File: config.mk
export PLATFORM = sky130hd
export DESIGN_NAME = dmem_preload
export DESIGN_NICKNAME = d
export VERILOG_FILES = /design/src/rtl/dmem_preload_pkg.sv /design/src/rtl/dmem_preload_rom.sv /design/src/rtl/dmem_preload.sv
export SDC_FILE = /design/constraint.sdc
export NUM_CORES = 1
export LEC_CHECK = 0
export ABC_AREA = 1
export CELL_PAD_IN_SITES_DETAIL_PLACEMENT = 1
export CELL_PAD_IN_SITES_GLOBAL_PLACEMENT = 1
export CORE_MARGIN = 3
export CORE_UTILIZATION = 40
export CTS_CLUSTER_SIZE = 12
export DETAILED_ROUTE_END_ITERATION = 6
export GPL_TIMING_DRIVEN = 0
export PLACE_DENSITY_LB_ADDON = 0.1
export REMOVE_ABC_BUFFERS = 1
export SLEW_MARGIN = 10
export SYNTH_ARGS = -nofsm -noshare
export SYNTH_HDL_FRONTEND = slang
export SYNTH_SLANG_ARGS = --single-unit
File: constraint.sdc
create_clock -name clk -period 4.55 [get_ports clk]
set_clock_uncertainty 0.2 [all_clocks]
set_input_delay 0.91 -clock clk [delete_from_list [all_inputs] [get_ports clk]]
set_output_delay 0.91 -clock clk [all_outputs]
set_load 0.05 [all_outputs]
File: src/rtl/dmem_preload_pkg.sv
// dmem_preload_pkg: shared state enum and preset image table for dmem_preload.
package dmem_preload_pkg;
  localparam int IMG_COUNT = 5;
  typedef enum logic {LOAD, READY} state_t;
  localparam logic [63:0] IMG_TABLE [IMG_COUNT] = '{
    64'h0000000000000000,
    64'h22A8040322000000,
    64'h0903000000000000,
    64'h411440022006806A,
    64'h0A01000000000000
  };
  // Word 0 sits in the top byte; unknown images and words past 7 read as zero.
  function automatic logic [7:0] img_byte(input logic [2:0] img, input logic [31:0] idx);
    logic [63:0] row;
    row = (img < 3'(IMG_COUNT)) ? IMG_TABLE[img] : '0;
    return (idx < 32'd8) ? row[8*(7-idx[2:0]) +: 8] : 8'h00;
  endfunction
endpackage

File: src/rtl/dmem_preload_rom.sv
// dmem_preload_rom: combinational (image, address) -> zero-extended preset word.
module dmem_preload_rom
  import dmem_preload_pkg::*;
#(
  parameter int DATA_W = 8,
  parameter int ADDR_W = 3
) (
  input  logic [2:0]        img,
  input  logic [ADDR_W-1:0] addr,
  output logic [DATA_W-1:0] word
);
  assign word = DATA_W'(img_byte(img, 32'(addr)));
endmodule

File: src/rtl/dmem_preload.sv
// dmem_preload: data memory that preloads a preset image after reset or on request.
// Define DMEM_PRELOAD_CHECKSUM_EN to get the image checksum on chk.
module dmem_preload
  import dmem_preload_pkg::*;
#(
  parameter int DATA_W = 8,
  parameter int DEPTH  = 8,
  parameter int ADDR_W = $clog2(DEPTH)
) (
  input  logic              clk,
  input  logic              rst_n,
  input  logic [2:0]        img_sel,
  input  logic              load_req,
  input  logic              we,
  input  logic [ADDR_W-1:0] waddr,
  input  logic [DATA_W-1:0] wdata,
  input  logic [ADDR_W-1:0] raddr,
  output logic [DATA_W-1:0] rdata,
  output logic              busy,
  output logic              done,
  output logic [7:0]        chk
);
  state_t state, state_nx;
  logic [ADDR_W-1:0] cnt;
  logic [2:0] img_q, rom_img;
  logic [DATA_W-1:0] rom_word;
  logic [DATA_W-1:0] mem [DEPTH];
  logic load, last;
  assign load = state == LOAD;
  assign last = cnt == '1;
  assign busy = load;
  // Word 0 is fetched with the live img_sel, the rest with the latched copy.
  assign rom_img = (cnt == '0) ? img_sel : img_q;
  dmem_preload_rom #(.DATA_W(DATA_W), .ADDR_W(ADDR_W)) u_rom (
    .img(rom_img),
    .addr(cnt),
    .word(rom_word)
  );
  always_comb begin
    state_nx = state;
    if (load && last) state_nx = READY;
    else if (!load && load_req) state_nx = LOAD;
  end
  always_ff @(posedge clk or negedge rst_n) begin
    if (!rst_n) begin
      state <= LOAD;
      cnt   <= '0;
      img_q <= '0;
      done  <= 1'b0;
      rdata <= '0;
    end else begin
      state <= state_nx;
      done  <= load && last;
      cnt   <= load ? cnt + 1'b1 : '0;
      rdata <= load ? '0 : mem[raddr];
      if (load && cnt == '0) img_q <= img_sel;
    end
  end
  always_ff @(posedge clk) begin
    if (load) mem[cnt] <= rom_word;
    else if (we) mem[waddr] <= wdata;
  end
`ifdef DMEM_PRELOAD_CHECKSUM_EN
  logic [7:0] acc, acc_nx;
  assign acc_nx = ((cnt == '0) ? 8'h00 : acc) + rom_word[7:0];
  always_ff @(posedge clk or negedge rst_n) begin
    if (!rst_n) begin
      acc <= '0;
      chk <= '0;
    end else if (load) begin
      acc <= acc_nx;
      if (last) chk <= acc_nx;
    end
  end
`else
  assign chk = '0;
`endif
endmodule

# Word level (Yosys, flattened, before mapping)
# Memory sizes are Yosys's and may differ from the RTL's.
# Index checks and enable logic that the tools add are counted.
[totals]
word_cells = 36
romBits = 512
reg_bits = 16
ram_bits = 64
mem_count = 2
inputBits = 21
out_inout_bits = 18
[classes]
shift = 1
n_mux = 15
add_sub_neg = 2
reduce_logical = 6
eq_ne = 1
n_bitwise = 2
n_lt_le_gt_ge = 2
[memory_table]
columns = ["name", "depth", "width", "read_ports", "rd_clocked_by_memory_dff", "wr", "line_no", "text"]
rows = [
  ["(name not given)", 8, 64, 1, 0, 0, "dmem_preload_pkg.sv:15", "row = (img < 3'(IMG_COUNT)) ? IMG_TABLE[img] : '0;"],
  ["mem", 8, 8, 1, 0, 1, "dmem_preload.sv:27", "logic [DATA_W-1:0] mem [DEPTH];"],
]
[ops]
columns = ["operator", "count"]
rows = [
  ["two-way mux 64 bit", 3],
  ["indexed part select 64 x 33 -> 8 bit", 1],
  ["two-way mux 8 bit", 2],
  ["two-way mux 3 bit", 3],
  ["OR reduction 8 bit", 1],
  ["two-way mux 1 bit", 7],
  [">= comparator 4 bit (second input constant)", 1],
  ["inverter 3 -> 4 bit", 1],
  ["subtractor 3 x 3 -> 4 bit (first input constant)", 1],
  ["adder 3 x 1 -> 3 bit (second input constant)", 1],
  ["== test 3 bit (second input constant)", 1],
  ["logical AND 1 bit", 3],
  ["zero test 3 bit", 1],
  ["less-than comparator 3 bit (second input constant)", 1],
  ["nonzero test 2 bit", 1],
  ["inverter 1 bit", 1],
]

# Logic depth before layout (Yosys ltp)
[logic_depth]
word_depth = 9
ltp_mapped = 13
ltp_nobuf = 11

# Hierarchy
# Synthesis repeated with hierarchy kept, for this count alone.
[hier_totals]
hier_cells = 418
area_unflattened_um2 = 3882.5
[modules_own_cells]
columns = ["mod", "seq_area_each_um2", "area_per_inst_um2", "cells_each", "instances"]
rows = [
  ["dmem_preload", 2322.2, 3637.2, 367, 1],
  ["dmem_preload_rom", 0.0, 245.2, 51, 1],
]

# Worst setup path before layout
# OpenSTA, ideal clock, no wires.
[synth_timing]
path_kind = "input to register"
startpoint = "in we"
endpoint = "mem mem[4][0] (enable)"
path_stages = 6
setup_ns = 0.370
arrival_ns = 1.956
path_slack_ns = 2.023
path_cell_list = "nand2_1 -> clkbuf_1 -> o21ai_0 -> inv_1 -> nand2_1 -> nor2_1"
[synth_via]
elab_chain_len = 5
elab_cells_between_ends = 6
cone_classes = "5 x mux; 1 x reduce/logical"
[synth_lines]
columns = ["item", "line_no", "text"]
rows = [
  ["start, declared", "dmem_preload.sv:14", "input logic we,"],
  ["two-way mux 1 bit (*)", "dmem_preload.sv:61", "else if (we) mem[waddr] <= wdata;"],
  ["two-way mux 1 bit (*)", "dmem_preload.sv:60", "if (load) mem[cnt] <= rom_word;"],
  ["two-way mux 1 bit (not written as such) (*)", "dmem_preload.sv:61", ""],
  ["OR reduction 8 bit (no source line)", "--", ""],
  ["two-way mux 3 bit (no source line) / two-way mux 1 bit (equally long branches)", "--", ""],
  ["end, declared", "dmem_preload.sv:27", ""],
]
# Every way passes the cells marked *; elsewhere a longest branch is shown, timed or not.

# Worst setup path in the final report
[layout_timing]
startpoint = "in we"
endpoint = "mem mem[1][6] (enable)"
# Same word-level chain as after synthesis.

==> flow_summary.ini <==
[run_status]
status = finished clean

[detailed_routing]
wire_per_inst_um = 18.07
vias_per_cell = 5.292
route.vias.total = 2540
ant_nets = 0
drtIter0Drc = 107
drtPass1Iterations = 4
drc = 0
routed_wl_um = 8675

[timing]
finalCriticalPeriod_ns = 3.529
rsz0062_at_grt = no
setup_viol = 0
period_share_pct = 77.57
worst_pin_slew_ns = 1.134
max_freq_mhz = 283.3
tns_ns = 0
hold_viol = 0
slew-limit-headroom_pct = 24.10
fin_ws_ns = 1.021
slew_violations = 0

[worst_hold_path]
hold_class = flop to flop

[yosys]
synth_area_mm2 = 0.003597
ys_types = 24
ys.flop_type = edfxtp_1
synth-edff-count = 64
async_flop_share_pct = 20.00
synthCells = 343
ys_warn_count = 0
yosysSeqAreaShare_pct = 64.56
syn_area_per_cell_um2 = 10.49
ys_ff_latch = 80

[placed_design]
dp_hpwl_um = 5604
dpl_worst_slack_ns = 0.2410
place.gp.congestion = 0.8572
port_buffers = 30

[cells_and_area]
nets = 394
n_fill_cell = 947
seq_area_mm2 = 0.002322
multi_input_area_mm2 = 0.001099
num_antenna_cells = 0
synthToLayoutAreaGrowth_pct = 14.30
drive_above_1_share_pct = 8.533

[setup_path]
critPathMaxFanout = 13
crit_slowest_cell = nor2_1
crit_family = simple AND/OR/NAND/NOR gates
max_stage_delay_ns = 0.87
critPathBufInv = 3
crit_arrival_ns = 3.30
required_ns = 4.32
startpoint_type = primary input
criticalPathCategory = primary input to flop
crit_path_end_kind = flop
path_cells = clkdlybuf4s50_1 -> nand2_1 -> inv_1 -> nor2_1 -> inv_1 -> o21ai_0 -> nand2_1 -> nor2_1

[cts]
holdBufCountCts = 0
clk_latency_ns = 0.36
cts.repair.resized = 0
htree_levels = 3
cts_buffers = 9
root_buffer = clkbuf_8
path_clk_slew_ns = 0.08
cts_tree = yes
cts.path.max_buffers = 2
post-cts-setup-buffers = 0
cts_sinks = 80

[floorplanning]
core_area_mm2 = 0.008464
rows = 33
fp.dieH_um = 100.8
dieArea_mm2 = 0.01017
ios = 39
start_util_pct = 42.50
die_w_um = 100.8

[pwr]
p_leak_nw = 1.590
power.share.switching_pct = 41.45
ir_worst_vdd_mv = 0.3268
power.switching_w = 0.001188
power.density_mw_per_mm2 = 697.3
pwr-share-comb_pct = 36.7
internal_power_w = 0.001679
clkPwrFrac_pct = 16.6
pwr-share-seq_pct = 46.7

[global_routing]
grt_max_degree = 34
grtUsageTotal_pct = 18.42
antenna_found_initial = 0
grt_pass1_vias = 2550
grt-ovfl-total = 0
grt_pass1_wl_um = 13650

[job]
drv_cap = 0
## power by group through the flow
stage	clock network, W	registers [W]	logic [W]
floorplan	0	0.00139	0.000642
global placement	0	0.00134	0.00104
detailed placement	0	0.00135	0.00107
CTS	0.000486	0.00134	0.00107
global route	0.000520	0.00136	0.00119
finish	0.000477	0.00134	0.00105
## worst paths after layout
kind                          start  cells past startpoint  slack (ns)   endpoint
setup / recovery                 we                      8        1.02  mem[1][6]
hold / removal             img_q[2]                      2        0.32   img_q[2]
setup reg to reg              state                      8        1.13  mem[4][4]
hold reg to reg            img_q[2]                      2        0.32   img_q[2]
max in group asynchronous     rst_n                      1        2.75   rdata[0]
min in group asynchronous     rst_n                      1        0.85   img_q[1]
## cell usage in the layout (no fill, tap or decap), types with 3 or more instances in the layout
master and count:
o22ai_1 8, nand2_1 36, inv_1 22, clkdlybuf4s50_1 29, edfxtp_1 64, nor2_1 72, a31oi_1 9, conb_1 8
nand2_4 6, ha_1 3, a21oi_1 6, nand2_2 6, clkbuf_8 9, nand3_1 16, o21ai_0 48, dfrtp_1 16
## synth_stat cells (2+ instances only)
cell	count	share of area, %
nor2_1	72	7.5
edfxtp_1	64	53
o21ai_0	48	6.7
nand2_1	36	3.8
inv_1	22	2.3
dfrtp_1	16	11
nand3_1	16	2.2
buf_4	10	2.1
clkbuf_1	10	1.0
a31oi_1	9	1.6
o22ai_1	8	1.4
a21oi_1	6	0.83
nand2_2	6	1.0
nand2_4	6	1.9
ha_1	3	1.0
nor2_4	2	0.63
nor3_1	2	0.28
## metal layers
layer	wire length (um)	track usage, %
met5	0	0
met4	112	5.389
met3	451	4.567
met2	3995	28.30
met1	4114	25.94
## logic make-up after synthesis
group	share of synthesized area, %
AND/OR/NAND/NOR	17.77
flip-flops	64.56
AO/OA/AOI/OAI	10.89
buffers and inverters	5.635
adder cells (fa/ha/maj)	1.044
other	0.1042
## metrics by stage
| step | instances | total power (W) | hold WS, ns | instance area, um2 | util [%] |
|---|---|---|---|---|---|
| floorplan | 329 | 0.002030 | 0.2746 | 3507 | - |
| global placement | 464 | 0.002379 | 0.3034 | 3939 | 46.53 |
| detailed placement | 464 | 0.002422 | 0.3089 | 3939 | 46.53 |
| CTS | 480 | 0.002895 | 0.3290 | 4116 | 48.63 |
| global route | 480 | 0.003071 | 0.3845 | 4111 | 48.57 |
| finish | 480 | 0.002867 | 0.3231 | 4111 | 48.57 |
## sequential cells by signal, summed over array words and instances (netlist names)
name   count
mem       64
rdata      8
cnt        3
img_q      3
done       1
state      1
## layout make-up
class,instances,share of cell area (%)
clock buffers,9,3.013
clock inverters,7,1.309
inverters,23,2.100
multi-input cells,226,26.72
flip-flops and latches,80,56.48
well taps,105,3.195
repair buffers,30,7.182
## worst reg2reg max path, delay by kind of cell, from the launching register on
| kind | cells | cell delay [ns] |
|---|---|---|
| compound gates | 1 | 0.15 |
| buf+inv | 3 | 0.53 |
| flops | 1 | 0.74 |
| simple gates | 4 | 1.41 |
Note: power is estimated with default switching activity, not from simulation.
